$ cat config.mk
export PLATFORM = sky130hd
export DESIGN_NAME = uart_tx
export DESIGN_NICKNAME = d
export VERILOG_FILES = /design/src/rtl/uart_pkg.sv /design/src/rtl/uart_baud_counter.sv /design/src/rtl/uart_tx.sv
export SDC_FILE = /design/constraint.sdc
export NUM_CORES = 1
export LEC_CHECK = 0
export ABC_AREA = 1
export CORE_MARGIN = 1.5
export CORE_UTILIZATION = 57
export CTS_CLUSTER_DIAMETER = 40
export DETAILED_ROUTE_END_ITERATION = 7
export PLACE_DENSITY = 0.79
export SYNTH_ARGS = -nofsm -noshare
export SYNTH_HDL_FRONTEND = slang
export SYNTH_SLANG_ARGS = --single-unit
$ cat constraint.sdc
create_clock -name clock -period 2.7 [get_ports clock]
set_clock_uncertainty 0.2 [all_clocks]
set_input_delay 0.54 -clock clock [delete_from_list [all_inputs] [get_ports clock]]
set_output_delay 0.54 -clock clock [all_outputs]
set_load 0.02 [all_outputs]
$ cat src/rtl/uart_pkg.sv
// ---------------------------------------------------------------------------
// uart_pkg
// Shared types and constants for the UART transmitter and receiver.
//   DATA_BITS            : payload width of one frame
//   CLKS_PER_BIT_DEFAULT : bit period in clock cycles, common to TX and RX so a
//                          loopback works without reconfiguration
//   tx_state_t           : transmitter FSM encoding
// Build option: UART_TX_PARITY_EN adds the PARITY state and the parity helper.
// ---------------------------------------------------------------------------
package uart_pkg;

    localparam int DATA_BITS            = 8;
    localparam int CLKS_PER_BIT_DEFAULT = 2604;

    // state       | meaning
    // IDLE        | line high, ready for a byte
    // START       | start bit (line low) for one bit period
    // DATA        | data bits, LSB first, one bit period each
    // PARITY      | parity bit (only with UART_TX_PARITY_EN)
    // STOP        | stop bit(s), line high
    typedef enum logic [2:0] {
        IDLE   = 3'd0,
        START  = 3'd1,
        DATA   = 3'd2,
        STOP   = 3'd3
`ifdef UART_TX_PARITY_EN
        , PARITY = 3'd4
`endif
    } tx_state_t;

`ifdef UART_TX_PARITY_EN
    // Even parity when odd == 0: the parity bit makes the total count of ones even.
    function automatic logic calc_parity(input logic [DATA_BITS-1:0] data,
                                         input logic                 odd);
        return (^data) ^ odd;
    endfunction
`endif

endpackage

$ cat src/rtl/uart_baud_counter.sv
// ---------------------------------------------------------------------------
// uart_baud_counter
// Bit-period timer. Counts 0..CLKS_PER_BIT-1 while enabled and wraps; tick is
// high during the terminal-count cycle so the owner can advance on that edge.
// Ports:
//   clock  in  system clock
//   reset  in  asynchronous, active-high reset
//   clear  in  restart the period from 0 (used on every state change)
//   enable in  count while high, hold while low
//   tick   out terminal count reached this cycle (qualified by enable)
// ---------------------------------------------------------------------------
module uart_baud_counter
    import uart_pkg::*;
#(
    parameter int CLKS_PER_BIT = CLKS_PER_BIT_DEFAULT
) (
    input  logic clock,
    input  logic reset,
    input  logic clear,
    input  logic enable,
    output logic tick
);

    localparam int              CNT_W    = (CLKS_PER_BIT > 1) ? $clog2(CLKS_PER_BIT) : 1;
    localparam logic [CNT_W-1:0] TERMINAL = CNT_W'(CLKS_PER_BIT - 1);

    logic [CNT_W-1:0] count;

    assign tick = enable && (count == TERMINAL);

    always_ff @(posedge clock or posedge reset) begin
        if (reset) begin
            count <= '0;
        end else if (clear || tick) begin
            count <= '0;
        end else if (enable) begin
            count <= count + 1'b1;
        end
    end

endmodule

$ cat src/rtl/uart_tx.sv
// ---------------------------------------------------------------------------
// uart_tx
// 8-bit asynchronous serial transmitter: start bit, 8 data bits LSB first,
// optional parity bit, STOP_BITS stop bits. Idle-high line.
// Parameters:
//   CLKS_PER_BIT : clock cycles per serial bit (>= 2)
//   STOP_BITS    : 1 or 2
//   PARITY_ODD   : 0 = even, 1 = odd (only with UART_TX_PARITY_EN)
// Ports:
//   clock    in   system clock
//   reset    in   asynchronous, active-high reset
//   tx_data  in   byte to send, latched on the accept edge
//   tx_valid in   requester has a byte
//   tx_ready out  accepting a byte this cycle (state IDLE)
//   TX_o     out  serial line, registered
//   busy     out  frame in progress
//   done     out  one-cycle pulse in the first IDLE cycle after a frame
// Build option: UART_TX_PARITY_EN inserts a parity bit before the stop bits.
// ---------------------------------------------------------------------------
module uart_tx
    import uart_pkg::*;
#(
    parameter int CLKS_PER_BIT = CLKS_PER_BIT_DEFAULT,
    parameter int STOP_BITS    = 1
`ifdef UART_TX_PARITY_EN
    , parameter logic PARITY_ODD = 1'b0
`endif
) (
    input  logic       clock,
    input  logic       reset,
    input  logic [7:0] tx_data,
    input  logic       tx_valid,
    output logic       tx_ready,
    output logic       TX_o,
    output logic       busy,
    output logic       done
);

    localparam logic [2:0] DATA_LAST = 3'(DATA_BITS - 1);
    localparam logic [2:0] STOP_LAST = 3'(STOP_BITS - 1);

    tx_state_t            state_q;
    tx_state_t            state_d;
    logic [2:0]           bit_idx_q;
    logic [2:0]           bit_idx_d;
    logic [DATA_BITS-1:0] shift_q;
    logic                 line_d;
    logic                 done_d;
    logic                 accept;
    logic                 baud_tick;
    logic                 baud_clear;

    assign tx_ready   = (state_q == IDLE);
    assign busy       = !tx_ready;
    assign accept     = tx_valid && tx_ready;
    // Restarting the period on every state change keeps each frame aligned to
    // its own accept edge, with no residue carried over from the last frame.
    assign baud_clear = (state_d != state_q);

    uart_baud_counter #(
        .CLKS_PER_BIT(CLKS_PER_BIT)
    ) u_baud (
        .clock  (clock),
        .reset  (reset),
        .clear  (baud_clear),
        .enable (busy),
        .tick   (baud_tick)
    );

    // Next-state, bit index and next line level.
    always_comb begin
        state_d   = state_q;
        bit_idx_d = bit_idx_q;
        line_d    = 1'b1;
        done_d    = 1'b0;

        case (state_q)
            IDLE: begin
                if (accept) begin
                    state_d   = START;
                    bit_idx_d = '0;
                end
            end
            START: begin
                if (baud_tick) begin
                    state_d   = DATA;
                    bit_idx_d = '0;
                end
            end
            DATA: begin
                if (baud_tick) begin
                    if (bit_idx_q == DATA_LAST) begin
`ifdef UART_TX_PARITY_EN
                        state_d = PARITY;
`else
                        state_d = STOP;
`endif
                        bit_idx_d = '0;
                    end else begin
                        bit_idx_d = bit_idx_q + 3'd1;
                    end
                end
            end
`ifdef UART_TX_PARITY_EN
            PARITY: begin
                if (baud_tick) begin
                    state_d   = STOP;
                    bit_idx_d = '0;
                end
            end
`endif
            STOP: begin
                // bit_idx counts stop bits here.
                if (baud_tick) begin
                    if (bit_idx_q == STOP_LAST) begin
                        state_d   = IDLE;
                        bit_idx_d = '0;
                    end else begin
                        bit_idx_d = bit_idx_q + 3'd1;
                    end
                end
            end
            default: begin
                state_d   = IDLE;
                bit_idx_d = '0;
            end
        endcase

        // The line is registered, so it is derived from the state being entered;
        // TX_o then only moves on bit boundaries and never glitches.
        case (state_d)
            START:   line_d = 1'b0;
            DATA:    line_d = shift_q[bit_idx_d];
`ifdef UART_TX_PARITY_EN
            PARITY:  line_d = calc_parity(shift_q, PARITY_ODD);
`endif
            default: line_d = 1'b1;
        endcase

        done_d = (state_q == STOP) && (state_d == IDLE);
    end

    always_ff @(posedge clock or posedge reset) begin
        if (reset) begin
            state_q   <= IDLE;
            bit_idx_q <= '0;
            shift_q   <= '0;
            TX_o      <= 1'b1;
            done      <= 1'b0;
        end else begin
            state_q   <= state_d;
            bit_idx_q <= bit_idx_d;
            TX_o      <= line_d;
            done      <= done_d;
            if (accept) begin
                shift_q <= tx_data;
            end
        end
    end

endmodule
======== Word-level counts from Yosys, hierarchy flattened ========
Index checks and enable logic that the tools add are counted.
cells by class
  add/sub/neg operators ................... 2
  $lt $le $gt $ge ......................... 1
  equality and inequality tests ........... 9
  mux-type cells .......................... 19
  reduce and logical (&&, ||, !) cells .... 8
operator list
  kind                                                                          number
  3-bit 2-to-1 mux                                                              12
  12-bit 2-to-1 mux                                                             2
  3-bit case mux with 4 select lines                                            2
  12-bit by 1-bit adder with 12-bit output, second input constant               1
  12-bit equality test, second input constant                                   1
  3-bit by 2-bit equality test with 1-bit output, second input constant         3
  3-bit logical NOT                                                             3
  3-bit by 1-bit equality test with 1-bit output, second input constant         2
  3-bit by 4-bit less-than comparator with 1-bit output, second input constant  1
  3-bit by 1-bit adder with 3-bit output, second input constant                 1
  1-bit binary-select mux with 3-bit select                                     1
  3-bit equality test, second input constant                                    1
  1-bit logical AND                                                             3
  3-bit != test                                                                 1
  2-bit by 1-bit != test with 1-bit output, second input constant               1
  1-bit case mux with 2 select lines                                            1
  1-bit logical NOT                                                             1
  1-bit logical OR                                                              1
  1-bit 2-to-1 mux                                                              1
word-level totals
  flip-flop bits (word level) ............. 28
  bits of input ports ..................... 11
  output and inout port bits .............. 4
  word-level logic and storage cells ...... 45

======== Logic depth before layout (Yosys ltp) ========
Gate-level depths: netlist (run 1).
  depth in word-level cells ............... 8
  gate-level depth with buffers ........... 15
  gate-level depth less buffers ........... 15

======== By module ========
From an unflattened synthesis (run 1), not the netlist that was laid out.
second synthesis, totals
  cell total of the unflattened synthesis .. 223
  area total of the unflattened synthesis .. 1686.6 um^2
by module, submodules not included
  module             instances  cells each  area an instance (um^2)  sequential area each (um^2)
  uart_tx            1          133         1003.5                   401.6
  uart_baud_counter  1          90          683.2                    300.3

======== Worst setup path before layout (run 1) ========
OpenSTA, ideal clock, no wires.
  kind .................................... register to register
  start ................................... register bit_idx_q[0]
  end ..................................... register TX_o
  setup time .............................. 80 ps
  data arrival time ....................... 1649 ps
  data required time ...................... 2420 ps
  setup slack ............................. 772 ps
  cell stages (with the launch flop) ...... 12
  path buffers ............................ 0
  period minus slack after synthesis ...... 1928 ps
  cells stage by stage .................... dfrtp_1 -> ha_1 -> ha_1 -> or2_2 -> nand4_1 -> nand3_1 -> nand3_4 -> nand2_1 -> nand3_1 -> nand3_1 -> nand3_1 -> nand2_1
on the way
  cells in the longest elaborated chain, start to end .. 7
  elaborated cells between the ends (all ways) .. 20
  classes of those cells .................. 1 x add/sub; 3 x eq/ne; 15 x mux; 1 x reduce/logical
ends and longest elaborated chain
  what                                                                  RTL line                        source
  start: declaration                                                    uart_tx.sv:44                   logic [2:0] bit_idx_q;
  start signal: assignment                                              uart_tx.sv:152                  bit_idx_q <= bit_idx_d;
  3-bit by 1-bit adder with 3-bit output, or another cell as far along  uart_tx.sv:100, uart_tx.sv:119
  3-bit 2-to-1 mux (on tied branches)                                   uart_tx.sv:115, uart_tx.sv:92
  3-bit 2-to-1 mux (on tied branches)                                   uart_tx.sv:114, uart_tx.sv:91
  3-bit case mux with 4 select lines (*)                                uart_tx.sv:77                   case (state_q)
  net bit_idx_d[0]                                                      uart_tx.sv:45                   logic [2:0] bit_idx_d;
  1-bit binary-select mux with 3-bit select (*)                         uart_tx.sv:133                  DATA: line_d = shift_q[bit_idx_d];
  1-bit 2-to-1 mux (not written as such) (*)                            uart_tx.sv:133
  1-bit case mux with 2 select lines (*)                                uart_tx.sv:131                  case (state_d)
  net line_d                                                            uart_tx.sv:47                   logic line_d;
  end signal: assignment                                                uart_tx.sv:153                  TX_o <= line_d;
  end: declaration                                                      uart_tx.sv:34                   output logic TX_o,
The timed path passes the listed nets; every way through them passes the cells marked *. The select of a mux whose other input is x is not followed.
A chain may end at the register's enable or synchronous reset.

======== Final worst setup path (run 1) ========
  start ................................... register state_q[1]
  end ..................................... output tx_ready
on the way
  cells in the longest elaborated chain, start to end .. 1
ends and longest elaborated chain
  what                      RTL line        source
  start: declaration        uart_tx.sv:42   tx_state_t state_q;
  start signal: assignment  uart_tx.sv:151  state_q <= state_d;
  3-bit logical NOT         uart_tx.sv:53   assign tx_ready = (state_q == IDLE);
  end: declaration          uart_tx.sv:33   output logic tx_ready,
Every way passes these cells.

==> impl_summary.txt, run 1 <==
----------------------------------------------------
[Logic synthesis]
  Number of enable-type register cells in the synthesized netlist ... 0
  Fraction of registers with async set/reset ... 1.00
  Yosys Warn Count ... 0
  Ranking of synthesized cells by instance count ... sky130_fd_sc_hd__nand2_1, sky130_fd_sc_hd__inv_1, sky130_fd_sc_hd__dfrtp_1, sky130_fd_sc_hd__nor2_1, sky130_fd_sc_hd__nand3_1
  Avg Inst Size Synth ... 7.75 µm²
  Distinct cell type count after synthesis ... 31
  Most common cell in the synthesized netlist ... sky130_fd_sc_hd__nand2_1
  Register area share after synthesis ... 0.423
  Share of the synthesized area in the top cell type ... 0.407
  Ranking of synthesized cells by area ... sky130_fd_sc_hd__dfrtp_1, sky130_fd_sc_hd__nand2_1, sky130_fd_sc_hd__inv_1
  Number of nets produced by synthesis ... 229
  Top flip-flop cell by instance count after synthesis ... sky130_fd_sc_hd__dfrtp_1
  Area of the mapped netlist ... 1660 µm²
  Register bit count reported by yosys ... 28
  Largest area contributor in the synthesized netlist ... sky130_fd_sc_hd__dfrtp_1
  Cells after Synth ... 214

[Critical path]
  Delay contributed by the slowest stage of the critical path ... 0.63 ns
  Critical Path Sink Type ... primary output
  Category of the most critical setup path ... reg2out
  Worst-path cell with the longest stage delay ... sky130_fd_sc_hd__clkdlybuf4s50_1
  Critical Path Source Type ... flop
  Critical Path, Cell by Cell ... nor2_1, nand2_1, inv_1, clkdlybuf4s50_1
  Required time of the critical path ... 1.96 ns
  Worst Path Max Fanout ... 4
  Data arrival, critical path ... 1.75 ns

[Clock network]
  # resized after CTS ... 0
  Clock latency on the worst-skew pair ... 0.33 ns
  Num CTS Buffers ... 3
  Post-CTS setup buffers ... 0
  CTS H-Tree Depth ... 1
  TritonCTS clock tree ... built
  CTS Root Cell ... sky130_fd_sc_hd__clkbuf_4
  Clock transition at the register clock pins on the worst setup and hold paths after CTS ... 0.15 ns
  Largest buffer count on any clock path ... 2
  Total clock sinks ... 28
  Number of buffers inserted by hold repair at cts ... 0

[Detailed routing]
  Routed Antenna Nets ... 0
  Detailed-router iteration count before antenna repair ... 4
  Top routing layer in use ... met4
  Average via count per standard cell ... 5.49
  Total wirelength of the detailed-routed design ... 3.52 mm
  Number of DRC violations after detailed-routing iteration 0 ... 79
  Final routed DRC violation total ... 0
  Overall via count from detail_route ... 1438
  Routed met2 length ... 1.68 mm
  Met1 WL ... 1.66 mm
  Met3 routed WL ... 114 µm
  Detailed-route wire length per cell ... 13.4 µm

[STA]
  Final clock period utilization by the worst path ... 0.923
  Highest clock frequency the design can meet ... 401 MHz
  Max Slew Vio Count ... 0
  Setup TNS ... 0 ns
  Hold Fails Final Rpt ... 0
  Final setup violation count ... 0
  Crit path time final ... 2.49 ns
  Worst hold slack ... 0.349 ns
  Setup repair after global routing missed its margin ... no

[Global route]
  Combined global-route utilization of all metal layers ... 0.244
  Gr ovfl total ... 0
  Antenna violations before repair ... 0
  Number of global-route vias before repair ... 1441
  Maximum number of pins on one net before global-route repair ... 29
  Wire length of the first global-routing pass ... 6.20 mm

[Finish]
  Layout Utilization ... 0.678
  Number of fill cells ... 230
  Area growth, synth to finish ... 12.7%
  Number of antenna cells inserted ... 0
  Net count reported at finish ... 247
  Final Instance Count excl. Fillers ... 262
  Fraction of final layout cells with drive strength greater than 1 ... 0.0779

[Floorplanning]
  Starting utilization of the core area ... 0.602
  Core area ... 2760 µm²
  Die area ... 3240 µm²
  Std-Cell Rows ... 19
  Vertical die dimension ... 57.0 µm
  Horizontal die dimension ... 57.0 µm
  Ports ... 15

[Min path]
  Type of the tightest min-delay check ... in2async

[Pwr]
  Final total power ... 800 µW
  Static leakage power ... 0.000902 µW
  Power per Cell Area ... 428 nW/µm²
  VDD IR max ... 0.439 mV

[Placed design]
  Routability Congestion ... 0.897
  Final HPWL from detailed placement ... 2.67 mm
  Port Buffers ... 14
  Placed Cells incl. Taps ... 258

[Run status]
  Outcome ... completed

[Job]
  Number of max-cap violations ... 0

----------------------------------------------------
## sequential cells by signal, indices dropped and copies added, names as in the netlist
| signal | flops |
|---|---|
| bit_idx_q | 3 |
| u_baud.count | 12 |
| state_q | 3 |
| done | 1 |
| shift_q | 8 |
| TX_o | 1 |
## critical path, delay by kind of cell, from the launching register on
| family | cells | cell delay [ns] |
|---|---|---|
| buffers and inverters | 2 | 0.77 |
| flip-flops | 1 | 0.42 |
| AND/OR/NAND/NOR | 2 | 0.24 |
## report_power, final
part           internal [µW]  switching (µW)  total (µW)
Combinational           53.5            79.1         133
Clock                   82.5             123         205
Sequential               451            11.2         462
Total                    587             213         800
## layer usage
| metal | up-vias | track usage |
|---|---|---|
| met5 | - | 0 |
| met4 | 0 | 0.113 |
| met3 | 8 | 0.0136 |
| met2 | 41 | 0.391 |
| met1 | 671 | 0.345 |
| li1 | 718 | - |
## layout make-up
class | instances | area, µm² | share of cell area
clock buffers | 4 | 36.3 | 0.0194
well taps | 31 | 38.8 | 0.0207
repair buffers | 17 | 163 | 0.0870
flip-flops and latches | 28 | 702 | 0.376
multi-input cells | 148 | 802 | 0.429
inverters | 34 | 128 | 0.0683
## kinds of logic (layout without fill, tap and decap cells)
kind of cell             after synthesis  in the layout  share of synthesized area
XOR/XNOR                              10             10                     0.0528
AND/OR/NAND/NOR                      117            117                      0.331
buffers and inverters                 38             55                     0.0935
adder cells (fa/ha/maj)                4              4                     0.0302
other                                  1              1                    0.00226
flip-flops                            28             28                      0.423
AO/OA/AOI/OAI                         16             16                     0.0671
## layout by cell type, fill, tap and decap left out, drive strengths merged, types with 8 or more instances in the layout
| cell type | count |
|---|---|
| nand2 | 52 |
| inv | 34 |
| dfrtp | 27 |
| nor2 | 26 |
| nand3 | 23 |
| clkdlybuf4s50 | 14 |
| nand4 | 10 |
| xor2 | 9 |
| o21ai | 8 |
## worst paths after layout
| check | slack, ns | to | depth (start not counted) | startpoint |
|---|---|---|---|---|
| min in group clock | 0.36 | shift_q[1]$_DFFE_PP0P_ | 2 | shift_q[1]$_DFFE_PP0P_ |
| worst max-delay path | 0.21 | tx_ready | 4 | state_q[1]$_DFF_PP0_ |
| worst min register to register | 0.36 | shift_q[1]$_DFFE_PP0P_ | 2 | shift_q[1]$_DFFE_PP0P_ |
| max in group asynchronous | 1.64 | TX_o$_DFF_PP1_ | 3 | reset |
| worst min-delay path | 0.35 | u_baud.count[7]$_DFFE_PP0P_ | 3 | reset |
| worst max register to register | 0.38 | TX_o$_DFF_PP1_ | 11 | u_baud.count[0]$_DFFE_PP0P_ |
## per-stage QoR
step / cell area (µm²) / worst slack, ns
floorplan: 1660 / 0.772
global placement: 1830 / 0.529
detailed placement: 1830 / 0.452
CTS: 1870 / 0.205
global route: 1870 / 0.134
finish: 1870 / 0.207
Power figures use the tool's default switching activity.
==> run 2, diff against run 1 <==
--- a/config.mk
+++ b/config.mk
@@ -8,7 +8,6 @@
 export ABC_AREA = 1
 export CORE_MARGIN = 1.5
 export CORE_UTILIZATION = 57
-export CTS_CLUSTER_DIAMETER = 40
 export DETAILED_ROUTE_END_ITERATION = 7
 export PLACE_DENSITY = 0.79
 export SYNTH_ARGS = -nofsm -noshare
==> results of run 2 <==
The final DEF is identical to that of run 1; final timing and power are the same.
==> run 3, diff against run 2 <==
--- a/config.mk
+++ b/config.mk
@@ -6,10 +6,12 @@
 export NUM_CORES = 1
 export LEC_CHECK = 0
 export ABC_AREA = 1
+export CAP_MARGIN = 40
 export CORE_MARGIN = 1.5
 export CORE_UTILIZATION = 57
 export DETAILED_ROUTE_END_ITERATION = 7
 export PLACE_DENSITY = 0.79
+export REMOVE_ABC_BUFFERS = 1
 export SYNTH_ARGS = -nofsm -noshare
 export SYNTH_HDL_FRONTEND = slang
 export SYNTH_SLANG_ARGS = --single-unit
==> run 3 against run 2 <==
Hold slack improved by 0.0036 ns. Register-to-register slack better by 0.03 ns. Sequential power barely moved. First-iteration DRC count fell by 44%. Via count is 0.90% lower. Worst setup slack got worse by 0.11 ns. Utilization down 0.18 points. Critical path depth unchanged. Wire length down 4.3%. Design area shrank 0.27%. Critical endpoint is now busy. Largest cell class unchanged.
==> impl_summary.txt, run 3 (synthesized netlist as in run 1, its figures left out) <==
----------------------------------------------------
[STA]
  Crit path time final ... 2.60 ns
  Worst setup slack after layout ... 0.0984 ns
  Highest clock frequency the design can meet ... 384 MHz
  Max Slew Vio Count ... 0
  Final clock period utilization by the worst path ... 0.964
  Setup repair after global routing missed its margin ... no
  Hold Fails Final Rpt ... 0
  Final setup violation count ... 0
  Setup TNS ... 0 ns

[Floorplanning]
  Horizontal die dimension ... 57.0 µm
  Ports ... 15
  Die area ... 3240 µm²
  Starting utilization of the core area ... 0.602
  Std-Cell Rows ... 19
  Vertical die dimension ... 57.0 µm
  Core area ... 2760 µm²

[Clock network]
  Total clock sinks ... 28
  Clock transition at the register clock pins on the worst setup and hold paths after CTS ... 0.15 ns
  Num CTS Buffers ... 3
  Post-CTS setup buffers ... 0
  TritonCTS clock tree ... built
  Number of buffers inserted by hold repair at cts ... 0
  Largest buffer count on any clock path ... 2
  CTS H-Tree Depth ... 1
  Clock latency on the worst-skew pair ... 0.33 ns
  CTS Root Cell ... sky130_fd_sc_hd__clkbuf_4

[Placed design]
  Placed Cells incl. Taps ... 258
  Final HPWL from detailed placement ... 2.59 mm
  Port Buffers ... 14
  Pre-CTS WS ... 0.397 ns
  Routability Congestion ... 0.990

[Global route]
  Combined global-route utilization of all metal layers ... 0.225
  Wire length of the first global-routing pass ... 5.75 mm
  Number of global-route vias before repair ... 1347
  Gr ovfl total ... 0
  Maximum number of pins on one net before global-route repair ... 29
  Antenna violations before repair ... 0

[Critical path]
  Critical Path, Cell by Cell ... nor2_1, nand2_2, buf_4, clkdlybuf4s50_1
  Category of the most critical setup path ... reg2out
  Critical Path Sink Type ... primary output
  Delay contributed by the slowest stage of the critical path ... 0.54 ns
  Required time of the critical path ... 1.96 ns
  Worst Path Max Fanout ... 11
  Critical path launch point ... state_q[1]$_DFF_PP0_
  Worst reg2reg setup slack ... 0.41 ns
  Data arrival, critical path ... 1.86 ns
  Critical Path Source Type ... flop
  Worst-path cell with the longest stage delay ... sky130_fd_sc_hd__clkdlybuf4s50_1
  Worst R2R Start ... u_baud.count[0]$_DFFE_PP0P_

[Pwr]
  Final total power ... 775 µW
  Static leakage power ... 0.000908 µW
  VDD IR max ... 0.352 mV
  Power per Cell Area ... 416 nW/µm²

[Detailed routing]
  Detailed-router iteration count before antenna repair ... 4
  Average via count per standard cell ... 5.44
  Overall via count from detail_route ... 1425
  Total wirelength of the detailed-routed design ... 3.37 mm
  Routed Antenna Nets ... 0
  Number of DRC violations after detailed-routing iteration 0 ... 44
  Detailed-route wire length per cell ... 12.8 µm
  Final routed DRC violation total ... 0

[Finish]
  Number of fill cells ... 230
  Max reg flops ... 12
  Total area of sequential cells ... 702 µm²
  Fraction of final layout cells with drive strength greater than 1 ... 0.0779
  Regs by FF count ... u_baud.count: 12 flops, shift_q: 8 flops
  Final Instance Count excl. Fillers ... 262
  Net count reported at finish ... 247
  Layout Utilization ... 0.676
  Top library cells by usage in the layout, fill and taps aside ... sky130_fd_sc_hd__nand2_1, sky130_fd_sc_hd__inv_1, sky130_fd_sc_hd__dfrtp_1
  Biggest register ... u_baud.count
  Area of the multi-input gates ... 805 µm²
  Area growth, synth to finish ... 12.4%
  Number of antenna cells inserted ... 0
  Most common library cell in the layout ignoring fill and taps ... sky130_fd_sc_hd__nand2_1

[Min path]
  Hold Startpoint ... shift_q[2]$_DFFE_PP0P_
  Type of the tightest min-delay check ... reg2reg

[Run status]
  Outcome ... completed

[Job]
  Number of max-cap violations ... 0

----------------------------------------------------
-- run 3: cell count changes in the layout (fill, tap and decap cells not counted) --
| cell | change |
|---|---|
| sky130_fd_sc_hd__nand2_2 | +1 |
| sky130_fd_sc_hd__clkbuf_8 | -1 |
| sky130_fd_sc_hd__nand2_1 | -1 |
| sky130_fd_sc_hd__clkdlybuf4s50_1 | -1 |
| sky130_fd_sc_hd__clkbuf_1 | +1 |
| sky130_fd_sc_hd__dlymetal6s2s_1 | +1 |
-- run 3: path summary, 6_finish.rpt --
check | endpoint | cells after the start
setup / recovery | busy | 4
hold / removal | shift_q[2]$_DFFE_PP0P_ | 2
setup reg to reg | u_baud.count[1]$_DFFE_PP0P_ | 9
hold reg to reg | shift_q[2]$_DFFE_PP0P_ | 2
max in group asynchronous | TX_o$_DFF_PP1_ | 3
min in group asynchronous | u_baud.count[5]$_DFFE_PP0P_ | 3
-- run 3: metrics by stage --
| step | hold slack, ns | instance area (µm²) |
|---|---|---|
| global route | 0.393 | 1860 |
| detailed placement | 0.333 | 1830 |
| global placement | 0.328 | 1830 |
| finish | 0.352 | 1860 |
| CTS | 0.356 | 1860 |
| floorplan | 0.304 | 1630 |
-- run 3: timing repair --
item,4_1_cts,5_1_grt
setup endpoints to repair,1,1
pin swaps,0,0
gates resized for setup,1,1
-- run 3: critical path, delay by kind of cell (launching register included) --
kind                   cells  cell delay, ns
DFF                        1            0.42
and+or+nand+nor            2            0.35
buffers and inverters      2            0.76
-- run 3: metal layers --
metal  GRT usage  up-vias  part of all wire
met3      0.0204       12             0.036
met4       0.103        0             0.026
met5           0        -                 0
met1       0.318      658              0.47
li1            -      719                 -
met2       0.355       36              0.46
-- run 3: layout make-up --
class	instances	share of cell area
flip-flops and latches	28	0.377
well taps	31	0.0208
repair buffers	17	0.0886
inverters	34	0.0685
multi-input cells	148	0.432
clock buffers	4	0.0141
-- run 3: power breakdown --
group / internal (µW) / switching (µW)
Clock: 57.9 / 124
Combinational: 53.2 / 77.2
Sequential: 451 / 12.0
==> patch: new RTL, flow settings as in run 3 <==
Build with the macro `UART_TX_PARITY_EN` defined.
--- a/src/rtl/uart_pkg.sv
+++ b/src/rtl/uart_pkg.sv
@@ -7,6 +7,8 @@
 //   tx_state_t           : transmitter FSM encoding
 // Build option: UART_TX_PARITY_EN adds the PARITY state and the parity helper.
 // ---------------------------------------------------------------------------
+`define UART_TX_PARITY_EN
+
 package uart_pkg;
 
     localparam int DATA_BITS            = 8;
Behaviour: no difference found for any inputs over 10 cycles, from zero or initial values and one cycle with reset high; that may be too few to reach the edited logic, so the function may still have changed.
==> patch against run 3 <==
Synthesized area increased by 7.2%. Via count rose by 8.2%. Wire length up 7.8%. Sequential share of layout area decreased by 2.5 points. Design area rose by 7.1%. Sequential cell count did not move. Worst setup slack gained 0.11 ns. Critical path type unchanged. Highest routed layer unchanged.
Power is not compared: it rests on default switching activity, and its combinational part moved more than twofold at a synthesized area within 25%.
==> patch: results (changes against run 3) <==
Run status
  • Status: finished, final reports clean

Place
  • Gp weighted congestion: 0.860 (-13%)
  • Placed Instances: 282 (+9.3%)
  • Dpl cell area: 1970 um^2 (+7.5%)
  • Final HPWL DP: 2830 um (+9.2%)
  • Port bufs: 14 (unchanged)
  • Placement Setup Slack: 0.490 ns (+0.0932 ns)

Layout
  • Final instance area: 2000 um^2 (+7.1%)
  • Antenna diode count: 0 (unchanged)
  • Non-filler cells, final: 286 (+9.2%)
  • Share of cells above drive strength 1: 0.123 (+0.0446)
  • Fin nets: 269 (+8.9%)
  • Fillers: 268 (+17%)

Critical path
  • RR Startpoint: u_baud.count[0]
  • Crit path to: busy
  • Crit path arrival time: 1.75 ns (-0.11 ns)
  • Slowest CP cell: clkdlybuf4s50_1
  • Worst reg2reg path depth: 11 (+2)
  • CP delay by family, top: buffers and inverters
  • Worst path max stage delay: 0.54 ns (about the same)
  • Reg2reg end: TX_o
  • Critical path origin: state_q[0]
  • Maximum fanout along the worst path: 14 (+3)
  • Reg-to-reg slack, setup: 0.40 ns

Clock network
  • PostCTS Resize Cnt: 0 (-1)
  • CTS max path bufs: 2 (unchanged)
  • CTS buffer count: 3 (unchanged)
  • H-tree depth: 1 (unchanged)
  • Clock transition at path regs: 0.16 ns
  • Clk Latency, worst-skew pair: 0.33 ns (about the same)

Drt
  • Vias per std cell: 5.39 (-0.87%)
  • Met3 routed WL: 197 um (+64%)
  • Routed len/inst: 12.7 um (-1.2%)
  • WL met1: 1730 um (+8.9%)
  • First DRT Iteration DRCs: 88 (+100%)
  • WL met2: 1650 um (+5.2%)
  • Detailed Routing Iterations Pass 1: 5 (+1)

Power
  • Peak VDD IR: 0.232 mV
  • Power in the clock group: 0.000178 W
  • Seq. pwr: 0.000432 W
  • Leak pwr: 1.00 nW

GRT
  • Largest net degree at the start of global routing: 29 (unchanged)
  • GRT met3 Usage: 0.0396 (+0.0192)
  • First-pass GRT wire length: 6240 um (+8.6%)
  • Initial antenna violation count: 0 (unchanged)
  • Grt met1 use: 0.352 (+0.0334)
  • Gr usage total: 0.239 (+0.0141)
  • Grt met2 use: 0.354 (-0.000712)
  • Vias in the first global route: 1478 (+9.7%)

Synthesis
  • Yosys cell types: 28 (-9.7%)
  • Register area share after synthesis: 0.395 (-0.0283)
  • Top area cells in the synthesized netlist: dfrtp_1 38%, nand2_1 9.9%, nand3_1 7.9%
  • Top cells by instance count after synthesis: 47 x nand2_1, 35 x inv_1, 28 x nand3_1, 27 x dfrtp_1, 21 x nor2_1
  • Yosys warnings: 0 (unchanged)
  • Average size of a mapped cell: 7.60 um^2 (-2.0%)
  • Ys async rst share: 1.00 (unchanged)

STA
  • Transition time of the tightest slew-check pin: 0.534 ns
  • Worst hold margin: 0.339 ns (-0.0136 ns)
  • Period utilisation layout: 0.922 (-0.0419)

Min path
  • Worst hold path class: in2async
## patch: cell types whose count changed in the layout (fill, tap and decap cells not counted), moves of 3 or more
| cell | change |
|---|---|
| inv_2 | +4 |
| nand3_1 | +7 |
| nand4_1 | -5 |
| nor2_1 | -3 |
| nor2_2 | +3 |
| o21ai_0 | +5 |
| o21ai_1 | +3 |
| xnor2_1 | +3 |
## patch: final cells by class
| cell class | count | share of cell area |
|---|---|---|
| inverters | 39 | 0.0733 |
| repair buffers | 17 | 0.0815 |
| multi-input cells | 165 | 0.460 |
| well taps | 33 | 0.0207 |
| flip-flops and latches | 28 | 0.352 |
| clock buffers | 4 | 0.0132 |
## patch: cells by family after synthesis
logic type / Yosys count / share of synthesized area
fa+ha+maj: 4 / 0.0282
xor+xnor: 15 / 0.0739
simple gates: 121 / 0.332
buf+inv: 41 / 0.0887
compound gates: 25 / 0.0823
flops: 28 / 0.395
## patch: tightest hold or removal path, delay by kind of cell
family,cells,cell delay [ns]
buffers and inverters,3,0.76
